--- src/rtl/switch_egress_scheduler_if.sv ---
// Bundle of the port-FIFO drain signals and the egress word channel.
// The scheduler uses the master view; the port FIFOs and downstream sink
// together form the slave view.
//
// Egress handshake: a word transfers on a rising edge where egress_valid and
// egress_ready are both high. Once egress_valid rises, it stays high and
// egress_data/egress_port stay stable until that transfer. egress_ready may
// change freely and never combinationally depends on egress_valid.
interface switch_egress_scheduler_if #(
  parameter int NUM_OF_PORTS = 4,
  parameter int WORD_WIDTH   = 8
);
  localparam int PORT_W = $clog2(NUM_OF_PORTS);

  logic [NUM_OF_PORTS-1:0]            port_ready;
  logic [NUM_OF_PORTS*WORD_WIDTH-1:0] port_data;
  logic [NUM_OF_PORTS-1:0]            port_read;
  logic [WORD_WIDTH-1:0]              egress_data;
  logic [PORT_W-1:0]                  egress_port;
  logic                               egress_valid;
  logic                               egress_ready;

  modport master (
    input  port_ready,
    input  port_data,
    input  egress_ready,
    output port_read,
    output egress_data,
    output egress_port,
    output egress_valid
  );

  modport slave (
    output port_ready,
    output port_data,
    output egress_ready,
    input  port_read,
    input  egress_data,
    input  egress_port,
    input  egress_valid
  );
endinterface

--- src/rtl/switch_egress_scheduler.sv ---
// Round-robin drain scheduler for the switch egress. Grants one port at a
// time, strobes that port's FIFO, captures the returned word after the read
// latency and offers it downstream tagged with its source port. A grant keeps
// draining the same port for up to MAX_BURST words before rotating.
module switch_egress_scheduler #(
  parameter int NUM_OF_PORTS = 4,
  parameter int WORD_WIDTH   = 8,
  parameter int RD_LATENCY   = 1,
  parameter int MAX_BURST    = 4
) (
  input  logic                        clk,
  input  logic                        rst_n,
  input  logic                        sched_en,
  switch_egress_scheduler_if.master   bus,
  output logic                        busy,
  output logic [1:0]                  state_dbg
);

  localparam int PORT_W  = $clog2(NUM_OF_PORTS);
  localparam int BURST_W = $clog2(MAX_BURST + 1);
  localparam int WAIT_W  = (RD_LATENCY > 1) ? $clog2(RD_LATENCY) : 1;

  typedef enum logic [1:0] {
    S_IDLE = 2'd0,
    S_READ = 2'd1,
    S_WAIT = 2'd2,
    S_HOLD = 2'd3
  } state_t;

  state_t              state_q, state_d;
  logic [PORT_W-1:0]   grant_q, grant_d;
  logic [PORT_W-1:0]   last_grant_q, last_grant_d;
  logic [BURST_W-1:0]  burst_cnt_q, burst_cnt_d;
  logic [WAIT_W-1:0]   wait_cnt_q, wait_cnt_d;
  logic [WORD_WIDTH-1:0] data_q, data_d;
  logic [PORT_W-1:0]   eport_q, eport_d;
  logic                valid_q, valid_d;

  // Round-robin search results.
  logic                rr_found;
  logic [PORT_W-1:0]   rr_pick;
  logic [PORT_W-1:0]   rr_idx;

  // Same-port continuation decision taken at the HOLD handshake.
  logic                cont;

  // Find the first ready port after last_grant, wrapping modulo NUM_OF_PORTS.
  // The index wraps for free because NUM_OF_PORTS is a power of two; the
  // last iteration revisits last_grant itself.
  always_comb begin
    rr_found = 1'b0;
    rr_pick  = last_grant_q;
    rr_idx   = last_grant_q;
    for (int i = 1; i <= NUM_OF_PORTS; i++) begin
      rr_idx = last_grant_q + PORT_W'(i);
      if (!rr_found && bus.port_ready[rr_idx]) begin
        rr_found = 1'b1;
        rr_pick  = rr_idx;
      end
    end
  end

  // Keep draining the granted port only while enabled, it still has data and
  // this grant has budget left after the word being handed over now.
  always_comb begin
    cont = sched_en && bus.port_ready[grant_q] &&
           ((int'(burst_cnt_q) + 1) < MAX_BURST);
  end

  // Next-state and datapath updates for the drain FSM.
  always_comb begin
    state_d      = state_q;
    grant_d      = grant_q;
    last_grant_d = last_grant_q;
    burst_cnt_d  = burst_cnt_q;
    wait_cnt_d   = wait_cnt_q;
    data_d       = data_q;
    eport_d      = eport_q;
    valid_d      = valid_q;

    case (state_q)
      S_IDLE: begin
        if (sched_en && rr_found) begin
          grant_d     = rr_pick;
          burst_cnt_d = '0;
          state_d     = S_READ;
        end
      end

      S_READ: begin
        // The strobe is issued during this single cycle; the counter then
        // covers the remaining FIFO latency.
        wait_cnt_d = WAIT_W'(RD_LATENCY - 1);
        state_d    = S_WAIT;
      end

      S_WAIT: begin
        if (wait_cnt_q == '0) begin
          data_d  = bus.port_data[int'(grant_q)*WORD_WIDTH +: WORD_WIDTH];
          eport_d = grant_q;
          valid_d = 1'b1;
          state_d = S_HOLD;
        end else begin
          wait_cnt_d = wait_cnt_q - WAIT_W'(1);
        end
      end

      S_HOLD: begin
        if (bus.egress_ready) begin
          valid_d     = 1'b0;
          burst_cnt_d = burst_cnt_q + BURST_W'(1);
          if (cont) begin
            state_d = S_READ;
          end else begin
            last_grant_d = grant_q;
            state_d      = S_IDLE;
          end
        end
      end

      default: begin
        state_d = S_IDLE;
      end
    endcase
  end

  // State and datapath registers; reset drops any word being held.
  always_ff @(posedge clk or negedge rst_n) begin
    if (!rst_n) begin
      state_q      <= S_IDLE;
      grant_q      <= '0;
      last_grant_q <= PORT_W'(NUM_OF_PORTS - 1);
      burst_cnt_q  <= '0;
      wait_cnt_q   <= '0;
      data_q       <= '0;
      eport_q      <= '0;
      valid_q      <= 1'b0;
    end else begin
      state_q      <= state_d;
      grant_q      <= grant_d;
      last_grant_q <= last_grant_d;
      burst_cnt_q  <= burst_cnt_d;
      wait_cnt_q   <= wait_cnt_d;
      data_q       <= data_d;
      eport_q      <= eport_d;
      valid_q      <= valid_d;
    end
  end

  // One-hot read strobe, only ever driven from the READ state.
  always_comb begin
    bus.port_read = '0;
    if (state_q == S_READ) begin
      bus.port_read[grant_q] = 1'b1;
    end
  end

  assign bus.egress_data  = data_q;
  assign bus.egress_port  = eport_q;
  assign bus.egress_valid = valid_q;
  assign busy             = (state_q != S_IDLE);
  assign state_dbg        = state_q;

endmodule
--- src/flat_wrapper.sv ---
// flat-port wrapper written by rule: the top's interface ports become plain ports
module switch_egress_scheduler_flat 
#(
  parameter int NUM_OF_PORTS = 4,
  parameter int WORD_WIDTH   = 8,
  parameter int RD_LATENCY   = 1,
  parameter int MAX_BURST    = 4
)
  (clk, rst_n, sched_en, busy, state_dbg, bus_port_ready, bus_port_data, bus_egress_ready, bus_port_read, bus_egress_data, bus_egress_port, bus_egress_valid);
  switch_egress_scheduler_if #(.NUM_OF_PORTS(NUM_OF_PORTS), .WORD_WIDTH(WORD_WIDTH)) bus_i ();
  input  logic clk;
  input  logic rst_n;
  input  logic sched_en;
  output logic busy;
  output logic [1:0] state_dbg;
  input wire logic [$bits(bus_i.port_ready)-1:0] bus_port_ready;
  input wire logic [$bits(bus_i.port_data)-1:0] bus_port_data;
  input wire logic [$bits(bus_i.egress_ready)-1:0] bus_egress_ready;
  output wire logic [$bits(bus_i.port_read)-1:0] bus_port_read;
  output wire logic [$bits(bus_i.egress_data)-1:0] bus_egress_data;
  output wire logic [$bits(bus_i.egress_port)-1:0] bus_egress_port;
  output wire logic [$bits(bus_i.egress_valid)-1:0] bus_egress_valid;
  assign bus_i.port_ready = bus_port_ready;
  assign bus_i.port_data = bus_port_data;
  assign bus_i.egress_ready = bus_egress_ready;
  assign bus_port_read = bus_i.port_read;
  assign bus_egress_data = bus_i.egress_data;
  assign bus_egress_port = bus_i.egress_port;
  assign bus_egress_valid = bus_i.egress_valid;
  switch_egress_scheduler #(.NUM_OF_PORTS(NUM_OF_PORTS), .WORD_WIDTH(WORD_WIDTH), .RD_LATENCY(RD_LATENCY), .MAX_BURST(MAX_BURST)) u_core (.clk(clk), .rst_n(rst_n), .sched_en(sched_en), .bus(bus_i), .busy(busy), .state_dbg(state_dbg));
endmodule
--- config.mk ---
export PLATFORM = sky130hd
export DESIGN_NAME = switch_egress_scheduler_flat
export DESIGN_NICKNAME = d
export VERILOG_FILES = /design/src/rtl/switch_egress_scheduler_if.sv /design/src/rtl/switch_egress_scheduler.sv /design/src/flat_wrapper.sv
export SDC_FILE = /design/constraint.sdc
export NUM_CORES = 1
export LEC_CHECK = 0
export ABC_AREA = 1
export CORE_AREA = 5 5 67 69
export CTS_CLUSTER_SIZE = 8
export DETAILED_ROUTE_END_ITERATION = 6
export DIE_AREA = 0 0 72 74
export GPL_TIMING_DRIVEN = 0
export PLACE_DENSITY = 0.7
export SLEW_MARGIN = 15
export SYNTH_ARGS = -nofsm -noshare
export SYNTH_HDL_FRONTEND = slang
export SYNTH_SLANG_ARGS = --single-unit
--- constraint.sdc ---
create_clock -name clk -period 3.3 [get_ports clk]
set_input_delay 0.66 -clock clk [delete_from_list [all_inputs] [get_ports clk]]
set_output_delay 0.66 -clock clk [all_outputs]
set_load 0.05 [all_outputs]
Word level (Yosys, flattened, before mapping)
Cells that the tools add are included.
{ "word_totals": {"reg_bits": 21, "latchBits": 0, "ramBits": 0, "romBits": 0, "inputBits": 40, "output_inout_bits": 18, "elab_cells": 85, "mem_count": 0} }
{ "op_classes": {"addsub": 6, "n_mul": 0, "n_div": 0, "order_cmp": 7, "eq_ne": 6, "shifts": 1, "muxes": 34, "bitwise_logic": 2, "n_reduce_logical": 21} }
{ "ops": {"columns": ["operator", "count"], "rows": [
  ["< comparator 32 x 4 -> 1 bit, second input constant", 1],
  ["variable part select 32 x 6 -> 8 bit", 1],
  ["< comparator 2 x 3 -> 1 bit, second input constant", 5],
  ["2-to-1 mux 1 bit", 14],
  ["2-to-1 mux 2 bit", 7],
  ["AND reduction 3 bit", 4],
  ["binary-select mux 1 bit (select 2 bit)", 5],
  ["one-hot mux 2 bit (4 select lines)", 1],
  ["nonzero test 2 bit", 4],
  ["logical AND 1 bit", 7],
  ["2-to-1 mux 3 bit", 2],
  ["one-hot mux 3 bit (2 select lines)", 1],
  ["adder 2 bit, second input constant", 2],
  ["adder 3 x 1 -> 4 bit, second input constant", 1],
  ["equality test 2 bit, second input constant", 2],
  ["2-to-1 mux 4 bit", 1],
  ["!= test 2 bit, second input constant", 2],
  ["one-hot mux 1 bit (2 select lines)", 2],
  ["AND reduction 2 bit", 2],
  ["adder 3 x 1 -> 3 bit, second input constant", 1],
  ["zero test 1 bit", 3],
  ["adder 2 x 1 -> 2 bit, second input constant", 1],
  ["demux 1 bit (select 2 bit)", 1],
  ["equality test 2 x 1 -> 1 bit, second input constant", 1],
  ["other kinds (5)", 6]
]} }

Logic depth before layout (Yosys ltp)
{ "depth": {"depth_word": 16, "ltp_mapped": 13} }

Worst setup path before layout
OpenSTA, ideal clock, no wires.
{ "synth_timing": {"path_type": "register -> output", "from": "register u_core.state_q[0] (netlist: u_core.state_dbg[0])", "to": "output port bus_port_read[0]", "arrival_ns": 2.014, "t_required_ns": 2.640, "setup_slack_ns": 0.626, "path_stages_with_launch": 4, "n_path_buf": 0, "cell_sequence": "dfrtp_1 > ha_1 > inv_1 > nor3_1"} }
{ "synth_between": {"elab_chain_cells": 2} }
{ "synth_lines": {"columns": ["item", "line_no", "source"], "rows": [
  ["start, declared", "switch_egress_scheduler.sv:30", "state_t state_q, state_d;"],
  ["start signal, assigned", "switch_egress_scheduler.sv:139", "state_q <= state_d;"],
  ["equality test 2 x 1 -> 1 bit", "switch_egress_scheduler.sv:153", "if (state_q == S_READ) begin"],
  ["2-to-1 mux 4 bit", "switch_egress_scheduler.sv:153", null],
  ["end, declared", "flat_wrapper.sv:19", "output wire logic [$bits(bus_i.port_read)-1:0] bus_port_read;"]
]} }
Every way passes these cells.

Worst setup path in the final report
{ "layout_timing": {"from": "register u_core.state_q[0] (netlist: u_core.state_dbg[0])", "to": "output port busy"} }
{ "layout_between": {"elab_chain_cells": 1} }
{ "layout_lines": {"columns": ["item", "line_no", "source"], "rows": [
  ["nonzero test 2 bit", "switch_egress_scheduler.sv:161", "assign busy = (state_q != S_IDLE);"],
  ["end, declared", "flat_wrapper.sv:14", "output logic busy;"]
]} }
Every way passes these cells.

==> impl_metrics.py <==
metrics = {
    "status": {
        "status": "finished clean",
    },
    "worst_setup_path": {
        "regToRegSetupSlack_ns": 1.72,
        "worstPathMaxFanout": 6,
        "crit_buf_inv": 3,
        "critical_path.top_delay_family": "buffers and inverters",
        "critPathRequiredTime_ns": 2.64,
        "critPathArrivalTime_ns": 2.08,
        "r2r-start": "u_core.last_grant_q[0]",
        "crit_path_cell_trace": "inv_1, ha_1, inv_1, clkdlybuf4s50_1",
        "worst-setup-path-type": "reg -> out",
        "worstSetupEndpointType": "output port",
        "critPathSlowestCell": "clkdlybuf4s50_1",
        "worst_path_most_repeated_cell": "inv_1",
        "critPathLaunchType": "register",
        "max_stage_delay_ns": 0.83,
        "reg2regPathDepth": 12,
        "timing.rr.end": "u_core.burst_cnt_q[2]",
    },
    "clocking": {
        "cts_resized": 0,
        "cts.hold.buffers_added": 0,
        "cts_buffers": 3,
        "cts_tree": "yes",
        "clock_latency_ns": 0.25,
        "cts.clk_slew.worst_paths_ns": 0.07,
        "root_buffer": "clkbuf_8",
        "numClockSinks": 20,
        "clockBufferDepth": 2,
        "htreeDepth": 1,
        "cts_setup_buffers": 0,
    },
    "timing": {
        "slew_headroom_pct": 36.59,
        "fin_crit_sh_pct": 83.14,
        "fmax_mhz": 364.5,
        "slew_violations": 0,
        "hold_slack_ns": 0.5077,
        "skew_ns": 0.001264,
        "finalSetupViolations": 0,
        "fin_tns_setup_ns": 0,
        "min_period_ns": 2.744,
        "rsz0062_at_grt": "false",
        "fin_ws_ns": 0.5564,
        "hold_viol": 0,
        "worstMarginPinSlew_ns": 0.9481,
    },
    "yosys": {
        "ys_types": 31,
        "synthCells": 185,
        "synth.largest_area_cell": "dfrtp_1",
        "yosys_warnings": 0,
        "avgSynthCellArea_um2": 7.507,
        "synth_area_leaders": "dfrtp_1 (32%), nand2_1 (16%), a22oi_1 (4.9%)",
        "synthesis.area_mm2": 0.001389,
        "ys_ff_latch": 20,
        "yosysSeqAreaShare_pct": 36.22,
        "synth_nets": 230,
        "yosysTopAreaCellShare_pct": 32.43,
    },
    "routing": {
        "vias": 1414,
        "drt_iter0_drc": 75,
        "ant_nets": 0,
        "wire_per_inst_um": 13.05,
        "firstDrtPassIters": 4,
        "drcViolationCount": 0,
        "wl_um": 3850,
        "avgViaCountPerCell": 4.793,
    },
    "global_route": {
        "grt_overflow": 0,
        "track_usage_pct": 15.56,
        "grt_pass1_vias": 1398,
        "grt_max_degree": 21,
        "grt_pass1_wl_um": 6506,
        "antenna_found_initial": 0,
    },
    "placement": {
        "gp_congestion": 0.8087,
        "port_buffers": 57,
        "place_ws_ns": 0.8426,
        "dp_hpwl_um": 3082,
    },
    "die": {
        "start_util_pct": 36.02,
        "fp.dieW_um": 72,
        "fp.dieH_um": 74,
        "core-area_mm2": 0.003856,
        "boundaryPins": 58,
        "dieArea_mm2": 0.005328,
        "rows": 23,
    },
    "layout": {
        "seqCellArea_um2": 503.0,
        "areaGrowthSynthToFinish_pct": 48.56,
        "fillers": 382,
        "post-route-util_pct": 53.50,
        "antennaDiodeCount": 0,
        "multi_input_area_um2": 783.3,
        "nNetsFinal": 292,
        "drive_above_1_share_pct": 12.65,
    },
    "pwr": {
        "p_per_area_mw_per_mm2": 978.1,
        "leakagePower_nw": 0.9278,
        "ir_worst_vdd_v": 0.0006202,
    },
    "worst_hold_path": {
        "worstHoldStart": "u_core.burst_cnt_q[1]",
        "min_path_cells": 2,
        "hp-class": "reg -> reg",
        "hold_end": "u_core.burst_cnt_q[1]",
    },
    "job": {
        "drv_cap": 0,
    },
}
-- worst min-delay path: stages, from the launching register on --
cell     delay (ns)
dfrtp_1        0.37
nand2_1        0.06
nand2_1        0.05
-- routing by layer --
layer	global-route usage, %	share of wire, %
met5	0	0
met3	1.622	1.9
met1	20.15	46
met2	27.55	51
met4	4.593	1.4
-- metrics by stage --
step | total power, mW | instance area, um2 | instances
6_report | 2.018 | 2063 | 295
5_1_grt | 2.178 | 2063 | 295
4_1_cts | 2.033 | 2063 | 295
3_5_place_dp | 1.865 | 2022 | 292
3_3_place_gp | 1.854 | 2022 | 292
2_1_floorplan | 1.452 | 1389 | 185
-- power breakdown --
| group | leakage, nW | total [mW] | internal [mW] | switching (mW) |
|---|---|---|---|---|
| Combinational | 0.674 | 1.41 | 0.488 | 0.918 |
| Clock | 0.0216 | 0.161 | 0.0812 | 0.0798 |
| Sequential | 0.232 | 0.451 | 0.370 | 0.0808 |
| Total | 0.928 | 2.02 | 0.939 | 1.08 |
-- layout make-up --
| class | instances | area share [%] |
|---|---|---|
| Buffer | 5 | 1.516 |
| Inverter | 17 | 3.457 |
| Clock buffer | 3 | 2.001 |
| Sequential cell | 20 | 24.38 |
| Multi-Input combinational cell | 143 | 37.96 |
| Timing Repair Buffer | 57 | 27.65 |
| Tap cell | 50 | 3.032 |
-- registers in the layout, summed over array words and instances, names as in the netlist --
| signal | cells |
|---|---|
| u_core.bus.egress_data | 8 |
| u_core.burst_cnt_q | 3 |
| u_core.bus.egress_port | 2 |
| u_core.grant_q | 2 |
| u_core.last_grant_q | 2 |
| u_core.state_dbg | 2 |
| u_core.bus.egress_valid | 1 |
-- cells in the final DEF, fill, tap and decap left out, types with 2 or more instances in the layout --
master           instances
nor2_4                   2
clkbuf_1                 2
nand2_4                  4
nor2_2                   2
dfrtp_1                 18
a22oi_1                  9
a21oi_1                  5
nand3b_1                 2
clkbuf_8                 3
a41oi_1                  7
nand3_1                 10
ha_1                     5
dfstp_2                  2
nand2_1                 58
inv_1                   13
nor3_1                   3
nor2_1                  16
nand2_2                  9
clkdlybuf4s50_1         57
inv_2                    3
o21ai_0                  3
-- kinds of logic (layout without fill, tap and decap cells) --
kind of cell             Yosys count  after routing  share of synthesized area [%]
XOR/XNOR                           1              1                         0.6307
AND/OR/NAND/NOR                  109            109                          37.21
buffers and inverters             22             82                          7.388
AO/OA/AOI/OAI                     28             28                          14.05
adder cells (fa/ha/maj)            5              5                          4.505
flip-flops                        20             20                          36.22
-- cells in the mapped netlist, drive strengths merged --
cell,count
a21oi,5
inv,17
clkbuf,2
nor2,20
a31oi,1
a41oi,7
xnor2,1
nand3,11
buf,3
o21ai,4
nand3b,2
nor3,3
o22ai,1
ha,5
nand4,1
dfstp,2
or2,1
nand2,71
a22oi,9
o2111ai,1
dfrtp,18
-- worst max-delay path by stage --
| stage | from | depth (start not counted) | end |
|---|---|---|---|
| global route | u_core.state_dbg[0] | 4 | busy |
| CTS | u_core.state_dbg[0] | 4 | busy |
| global placement | u_core.state_dbg[0] | 4 | busy |
| floorplan | u_core.state_dbg[0] | 3 | bus_port_read[0] |
| finish | u_core.state_dbg[0] | 4 | busy |
| detailed placement | u_core.state_dbg[0] | 4 | busy |
(Power assumes the default switching activity.)
